==> config.mk <==
export PLATFORM = sky130hd
export DESIGN_NAME = regfile_mp
export DESIGN_NICKNAME = d
export VERILOG_FILES = /design/src/rtl/regfile_mp.sv
export SDC_FILE = /design/constraint.sdc
export NUM_CORES = 2
export LEC_CHECK = 0
export CORE_UTILIZATION = 40
export CTS_BUF_LIST = sky130_fd_sc_hd__clkbuf_4
export CTS_CLUSTER_DIAMETER = 30
export DETAILED_ROUTE_END_ITERATION = 7
export PLACE_DENSITY = 0.53
export RECOVER_POWER = 50
export SYNTH_ARGS = -nofsm -noshare
export SYNTH_HDL_FRONTEND = slang
export SYNTH_SLANG_ARGS = --single-unit
==> constraint.sdc <==
create_clock -name clk -period 3.15 [get_ports clk]
set_input_delay 0.315 -clock clk [delete_from_list [all_inputs] [get_ports clk]]
set_output_delay 0.315 -clock clk [all_outputs]
set_load 0.01 [all_outputs]
==> src/rtl/regfile_mp.sv <==
// -----------------------------------------------------------------------------
// regfile_mp
//
// Multi-port integer register file for a multi-issue core. It has NRD
// combinational read ports and NWR synchronous write ports. A per-register busy
// scoreboard lets issue logic stall on RAW hazards. Register 0 always reads as
// zero and is never busy.
//
// Optional feature macro: REGFILE_BYPASS_EN
//   defined   : a same-cycle write to the address being read is forwarded to
//               rdata, so read-after-write has no bubble.
//   undefined : reads return stored state only.
//
// Ports
//   clk      in   1          clock, rising edge
//   rst      in   1          asynchronous reset, active low
//   rden     in   NRD        per-port read enable
//   raddr    in   NRD*AW     read addresses, port i at [i*AW +: AW]
//   rdata    out  NRD*XLEN   read data, packed like raddr
//   rbusy    out  NRD        scoreboard busy bit for each read address
//   wren     in   NWR        per-port write enable
//   waddr    in   NWR*AW     write addresses
//   wdata    in   NWR*XLEN   write data
//   iss_en   in   1          an instruction issues and marks iss_addr busy
//   iss_addr in   AW         issued destination register
//   flush    in   1          clears every busy bit
// -----------------------------------------------------------------------------
module regfile_mp #(
    parameter int XLEN = 32,
    parameter int NREG = 32,
    parameter int NRD  = 2,
    parameter int NWR  = 2,
    parameter int AW   = $clog2(NREG)
) (
    input  logic                 clk,
    input  logic                 rst,
    input  logic [NRD-1:0]       rden,
    input  logic [NRD*AW-1:0]    raddr,
    output logic [NRD*XLEN-1:0]  rdata,
    output logic [NRD-1:0]       rbusy,
    input  logic [NWR-1:0]       wren,
    input  logic [NWR*AW-1:0]    waddr,
    input  logic [NWR*XLEN-1:0]  wdata,
    input  logic                 iss_en,
    input  logic [AW-1:0]        iss_addr,
    input  logic                 flush
);

    logic [XLEN-1:0] regs [NREG];
    logic [NREG-1:0] busy;
    logic [NREG-1:0] busy_nxt;

    // Scoreboard next state. Assignments run from lowest to highest priority,
    // so the last one that applies wins: writeback clear, then issue set, then
    // flush. Register 0 is never busy.
    always_comb begin
        busy_nxt = busy;
        for (int r = 1; r < NREG; r++) begin
            for (int j = 0; j < NWR; j++) begin
                if (wren[j] && (waddr[j*AW +: AW] == AW'(r))) begin
                    busy_nxt[r] = 1'b0;
                end
            end
            if (iss_en && (iss_addr == AW'(r))) begin
                busy_nxt[r] = 1'b1;
            end
        end
        if (flush) begin
            busy_nxt = '0;
        end
        busy_nxt[0] = 1'b0;
    end

    // Storage and scoreboard. Register 0 is cleared at reset and never written.
    // Within one cycle the inner port loop lets the higher-index port's
    // non-blocking assignment land last, so it wins a same-address conflict.
    always_ff @(posedge clk or negedge rst) begin
        if (!rst) begin
            for (int r = 0; r < NREG; r++) begin
                regs[r] <= '0;
            end
            busy <= '0;
        end else begin
            for (int r = 1; r < NREG; r++) begin
                for (int j = 0; j < NWR; j++) begin
                    if (wren[j] && (waddr[j*AW +: AW] == AW'(r))) begin
                        regs[r] <= wdata[j*XLEN +: XLEN];
                    end
                end
            end
            busy <= busy_nxt;
        end
    end

    // Combinational read ports. Disabled ports and address 0 return zeros.
    always_comb begin
        rdata = '0;
        rbusy = '0;
        for (int i = 0; i < NRD; i++) begin
            if (rden[i] && (raddr[i*AW +: AW] != '0)) begin
                rdata[i*XLEN +: XLEN] = regs[raddr[i*AW +: AW]];
                rbusy[i]              = busy[raddr[i*AW +: AW]];
`ifdef REGFILE_BYPASS_EN
                // Forward an in-flight write. Gated by rst so that outputs
                // stay zero while reset is held. A forwarded value is no longer
                // busy unless a new producer issues to it this same cycle.
                for (int j = 0; j < NWR; j++) begin
                    if (rst && wren[j] &&
                        (waddr[j*AW +: AW] == raddr[i*AW +: AW])) begin
                        rdata[i*XLEN +: XLEN] = wdata[j*XLEN +: XLEN];
                        rbusy[i] = iss_en && !flush &&
                                   (iss_addr == raddr[i*AW +: AW]);
                    end
                end
`endif
            end
        end
    end

endmodule

Word-level counts from Yosys, hierarchy flattened
Cells that the tools add are included.
{ "totals": {"input_bits": 97, "out_inout_bits": 66, "ff_bits": 1023, "word_cells": 490} }
{ "op_classes": {"bitwise_logic": 2, "n_reduce_logical": 159, "n_lt_le_gt_ge": 4, "eq_ne": 93, "mux": 170} }
{ "ops": {"columns": ["op", "count"], "rows": [
  ["2-to-1 mux 32 bit", 69],
  ["binary-select mux 32 bit (select 5 bit)", 2],
  ["== test 5 bit (second input constant)", 48],
  ["nonzero test 4 bit", 31],
  ["== test 5 x 4 -> 1 bit (second input constant)", 24],
  ["2-to-1 mux 1 bit", 97],
  ["logical AND 1 bit", 95],
  ["nonzero test 2 bit", 31],
  ["== test 5 x 3 -> 1 bit (second input constant)", 12],
  ["== test 5 x 2 -> 1 bit (second input constant)", 6],
  ["== test 5 x 1 -> 1 bit (second input constant)", 3],
  [">= comparator 6 bit (second input constant)", 2],
  ["< comparator 5 x 6 -> 1 bit (second input constant)", 2],
  ["NOT 5 -> 6 bit", 2],
  ["binary-select mux 1 bit (select 5 bit)", 2],
  ["nonzero test 5 bit", 2]
]} }

Logic depth before layout (Yosys ltp)
{ "depth": {"ltp_word": 6, "mapped_depth": 9, "mapped_depth_nobuf": 4} }

Least setup slack after synthesis
OpenSTA, ideal clock, no wires.
{ "synth_path": {"path_kind": "input-to-output", "start": "in raddr[6]", "end": "out rbusy[1]", "setup_slack_ns": 0.997, "required_time_ns": 2.835, "stages": 7, "t_arrival_ns": 1.838, "n_path_buf": 3, "cell_sequence": "buf_2 > buf_2 > clkbuf_1 > mux2_2 > a221oi_1 > nor3_1 > o31a_1"} }
{ "synth_between": {"elab_chain_cells": 3, "elab_cells_between_ends": 5, "cone_classes": "mux (3); reduce/logical (2)"} }
{ "synth_lines": {"columns": ["item", "line", "text"], "rows": [
  ["start, declared", "38", "input logic [NRD*AW-1:0] raddr,"],
  ["binary-select mux 1 bit (select 5 bit) / nonzero test 5 bit (equally long branches)", "102, 100", null],
  ["2-to-1 mux 1 bit (not written as such) / logical AND 1 bit (equally long branches)", "102, 100", null],
  ["2-to-1 mux 1 bit (*)", "100", "if (rden[i] && (raddr[i*AW +: AW] != '0)) begin"],
  ["end, declared", "40", "output logic [NRD-1:0] rbusy,"]
]} }
Mark *: on every way between the ends. The rest lies on a longest branch, timed or not. The select of a mux whose other input is x is not followed.

Worst setup path after layout
{ "layout_path": {"start": "in waddr[6]", "end": "reg regs[238] (netlist bit)"} }
{ "layout_between": {"elab_chain_cells": 3, "elab_cells_between_ends": 4, "cone_classes": "eq/ne (1); mux (1); reduce/logical (2)"} }
{ "layout_lines": {"columns": ["item", "line", "text"], "rows": [
  ["start, declared", "42", "input logic [NWR*AW-1:0] waddr,"],
  ["== test 5 bit (*)", "86", "if (wren[j] && (waddr[j*AW +: AW] == AW'(r))) begin"],
  ["logical AND 1 bit (*)", "86", null],
  ["2-to-1 mux 32 bit / nonzero test 2 bit (equally long branches)", null, null],
  ["end signal, assigned by index", "87", "regs[r] <= wdata[j*XLEN +: XLEN];"],
  ["end, declared", "49", "logic [XLEN-1:0] regs [NREG];"]
]} }
Mark *: on every way between the ends. The rest lies on a longest branch, timed or not.
A chain may end at the register's enable or synchronous reset.

==> flow_summary.toml <==
[placed_design]
dp_hpwl_mm = 176
io_buffer_count = 162
dpl.cell_count = 8278
globalplace.congestion = 0.941

[sta]
setup_viol_count_final = 85
fmax_mhz = 278
hold_viol_final = 0
fin_crit_sh_pct = 114
layout_setup_ws_ns = -0.445
worst_pin_slew_ns = 2.57
drv_slew = 247
rsz0062_at_grt = "yes"
fin_crit_ns = 3.60
max_slew_margin_pct = -71.3
skew_ns = 0

[logic_synthesis]
synthArstFlopShare_pct = 100
synth-main-ff-cell = "dfrtp_1"
yosysTopAreaCell = "dfrtp_1"
yosysSeqAreaShare_pct = 39.7
syn-num-nets = 6259
synth_edf_count = 0
post_synth.cell_area_avg_sq_um = 10.5
ys_seq_elements = 1023
synth_cells = 6162
ys_types = 56
yosysWarnings = 32
synth.top_cell.area_share_pct = 39.7
syn_area_sq_mm = 0.0646
yosys-top-cells-area = "dfrtp_1 (40%), mux2i_1 (18%), mux4_2 (14%)"

[floorplan]
rows = 147
die-area_sq_mm = 0.163
ios = 163
initial_utilization_pct = 40.3
core_area_sq_mm = 0.160
die_h_um = 404
dieWidth_um = 404

[outcome]
failed_checks = "capacitance limit, slew limit, setup timing"
status = "finished, violations left"

[pwr]
ir_drop_v = 0.000339
power.total_mw = 46.0
combPwrFrac_pct = 28.7
power_frac_seq_pct = 41.9
cellInternalPower_mw = 30.7
pwr-share-clk_pct = 29.3
powerDensity_mw_per_mm2 = 589
switching_power_mw = 15.3
p_leak_nw = 38.4
p_sw_share_pct = 33.3

[grt]
grt_pass1_vias = 54200
grt_pass1_wl_mm = 404
grt_start_max_net_pins = 117
overflow = 0
grt_usage_pct = 34.5
antenna_found_initial = 11

[route]
first_iter_violations = 6798
detail-route-antenna-nets = 0
wl_per_cell_um = 31.7
vias = 56200
drc = 0
finalWirelength_mm = 286
firstDrtPassIters = 7
drt-vias-per-instance = 6.25

[final_layout]
nNetsFinal = 6713
most-common-layout-cells = "mux2i_1 (1127), dfrtp_1 (1023), nor2_1 (578), nand2_1 (536), a21oi_1 (519)"
syn_to_final_growth_pct = 21.0
final_common_cell = "mux2i_1"
fillers = 14700
drive_gt1_share_pct = 27.7
final_cell_count_no_fill = 9003
utilization_pct = 48.7

[setup_path]
start_kind = "primary input"
worstPathMaxFanout = 26
crit_type = "in2reg"
endpoint_kind = "flip-flop"
cp_data_required_time_ns = 4.34
arrival_ns = 4.78

[clocking]
htreeDepth = 5
cts_buffers = 335
clk_pin_slew_worst_paths_ns = 0.07
cts.sink_count = 1023
root_buffer = "clkbuf_4"
clk_path_buf_depth = 4
clock_latency_ns = 1.34
cts_tree = "yes"

[worst_hold_path]
hp-class = "in2reg"

[flow_run]
cap_violations = 11
power by group through the flow:
stage               clock, mW  sequential (mW)  combinational, mW
floorplan                   0             18.4               8.34
global placement            0             19.2               11.8
detailed placement          0             19.4               12.0
CTS                      13.7             19.1               12.9
global route             14.4             19.6               14.2
finish                   13.5             19.3               13.2
repair_timing:
action / in CTS / in global routing
endpoints found under the hold margin: 2046 / 0
pin swaps: 105 / 34
cloned: 0 / 0
resized for setup: 478 / 48
endpoints found under the setup margin: 66 / 66
hold buffers: 116 / 0
setup buffers: 45 / 17
state kept, by name, summed over array words and instances (netlist names):
register  cells
regs        992
busy         31
Yosys cell counts, types with 58 or more instances:
cell and n:
nor2b_1 60, clkbuf_1 404, dfrtp_1 1023, mux2_2 118, nor2_1 592, o21ai_0 464, buf_2 202, a221oi_1 95
mux2i_1 1146, nand2_1 585, mux4_2 408, o21ai_1 58, a21oi_1 528
worst max-delay path, stage by stage:
cell and delay, ns:
dlygate4sd3_1 0.53, dlygate4sd3_1 0.61, clkbuf_1 0.27, nor2_1 0.16, buf_4 0.25, and2_0 1.62
clkbuf_4 0.78, o21ai_0 0.18
final cells by class:
| type | instances | area, sq um | share of cell area (%) |
|---|---|---|---|
| well taps | 2160 | 2700 | 3.46 |
| multi-input cells | 4408 | 37400 | 47.9 |
| flip-flops and latches | 1023 | 25600 | 32.8 |
| clock buffers | 454 | 3410 | 4.36 |
| diodes | 11 | 27.5 | 0.0352 |
| inverters | 4 | 15.0 | 0.0192 |
| repair buffers | 844 | 8430 | 10.8 |
| clock inverters | 99 | 510 | 0.653 |
worst paths after layout:
| path | from | to | slack, ns | cells past startpoint |
|---|---|---|---|---|
| max | waddr[6] | regs[238] | -0.45 | 8 |
| min | waddr[5] | regs[894] | 0.14 | 6 |
| max reg2reg | busy[25] | busy[25] | 1.70 | 4 |
| min reg2reg | busy[30] | busy[30] | 0.57 | 2 |
| max in group asynchronous | rst | regs[802] | -0.01 | 7 |
| min in group asynchronous | rst | regs[586] | 1.04 | 5 |
per-layer routing:
layer	GRT usage, %	vias up	part of all wire (%)
li1	-	23700	-
met1	47.4	28400	41
met2	49.8	3423	43
met3	10.9	745	12
met4	15.5	8	4.7
met5	0	-	0.018
per-stage QoR:
| step | hold slack [ns] | setup TNS, ns | instance area, sq um | worst slack [ns] |
|---|---|---|---|---|
| final | 0.143 | -17.76 | 78100 | -0.445 |
| after global routing | 0.168 | -66.32 | 78100 | -0.383 |
| after CTS | 0.0522 | -17.41 | 78200 | -0.443 |
| after detailed placement | 0.259 | -2.81 | 72000 | -0.332 |
| after global placement | 0.258 | -3.36 | 72000 | -0.295 |
| after floorplan | 0.0194 | 0 | 64600 | 0.997 |
cell families (layout without fill, tap and decap cells):
family	after synthesis	after routing	share of synthesized area (%)
buffers and inverters	731	1401	5.16
AOI/OAI and AO/OA	1382	1382	12.5
DFF	1023	1023	39.7
other	0	11	0
muxes	1672	1672	34.1
and+or+nand+nor	1354	1354	8.66
No activity file was read; power rests on OpenSTA's default activity.
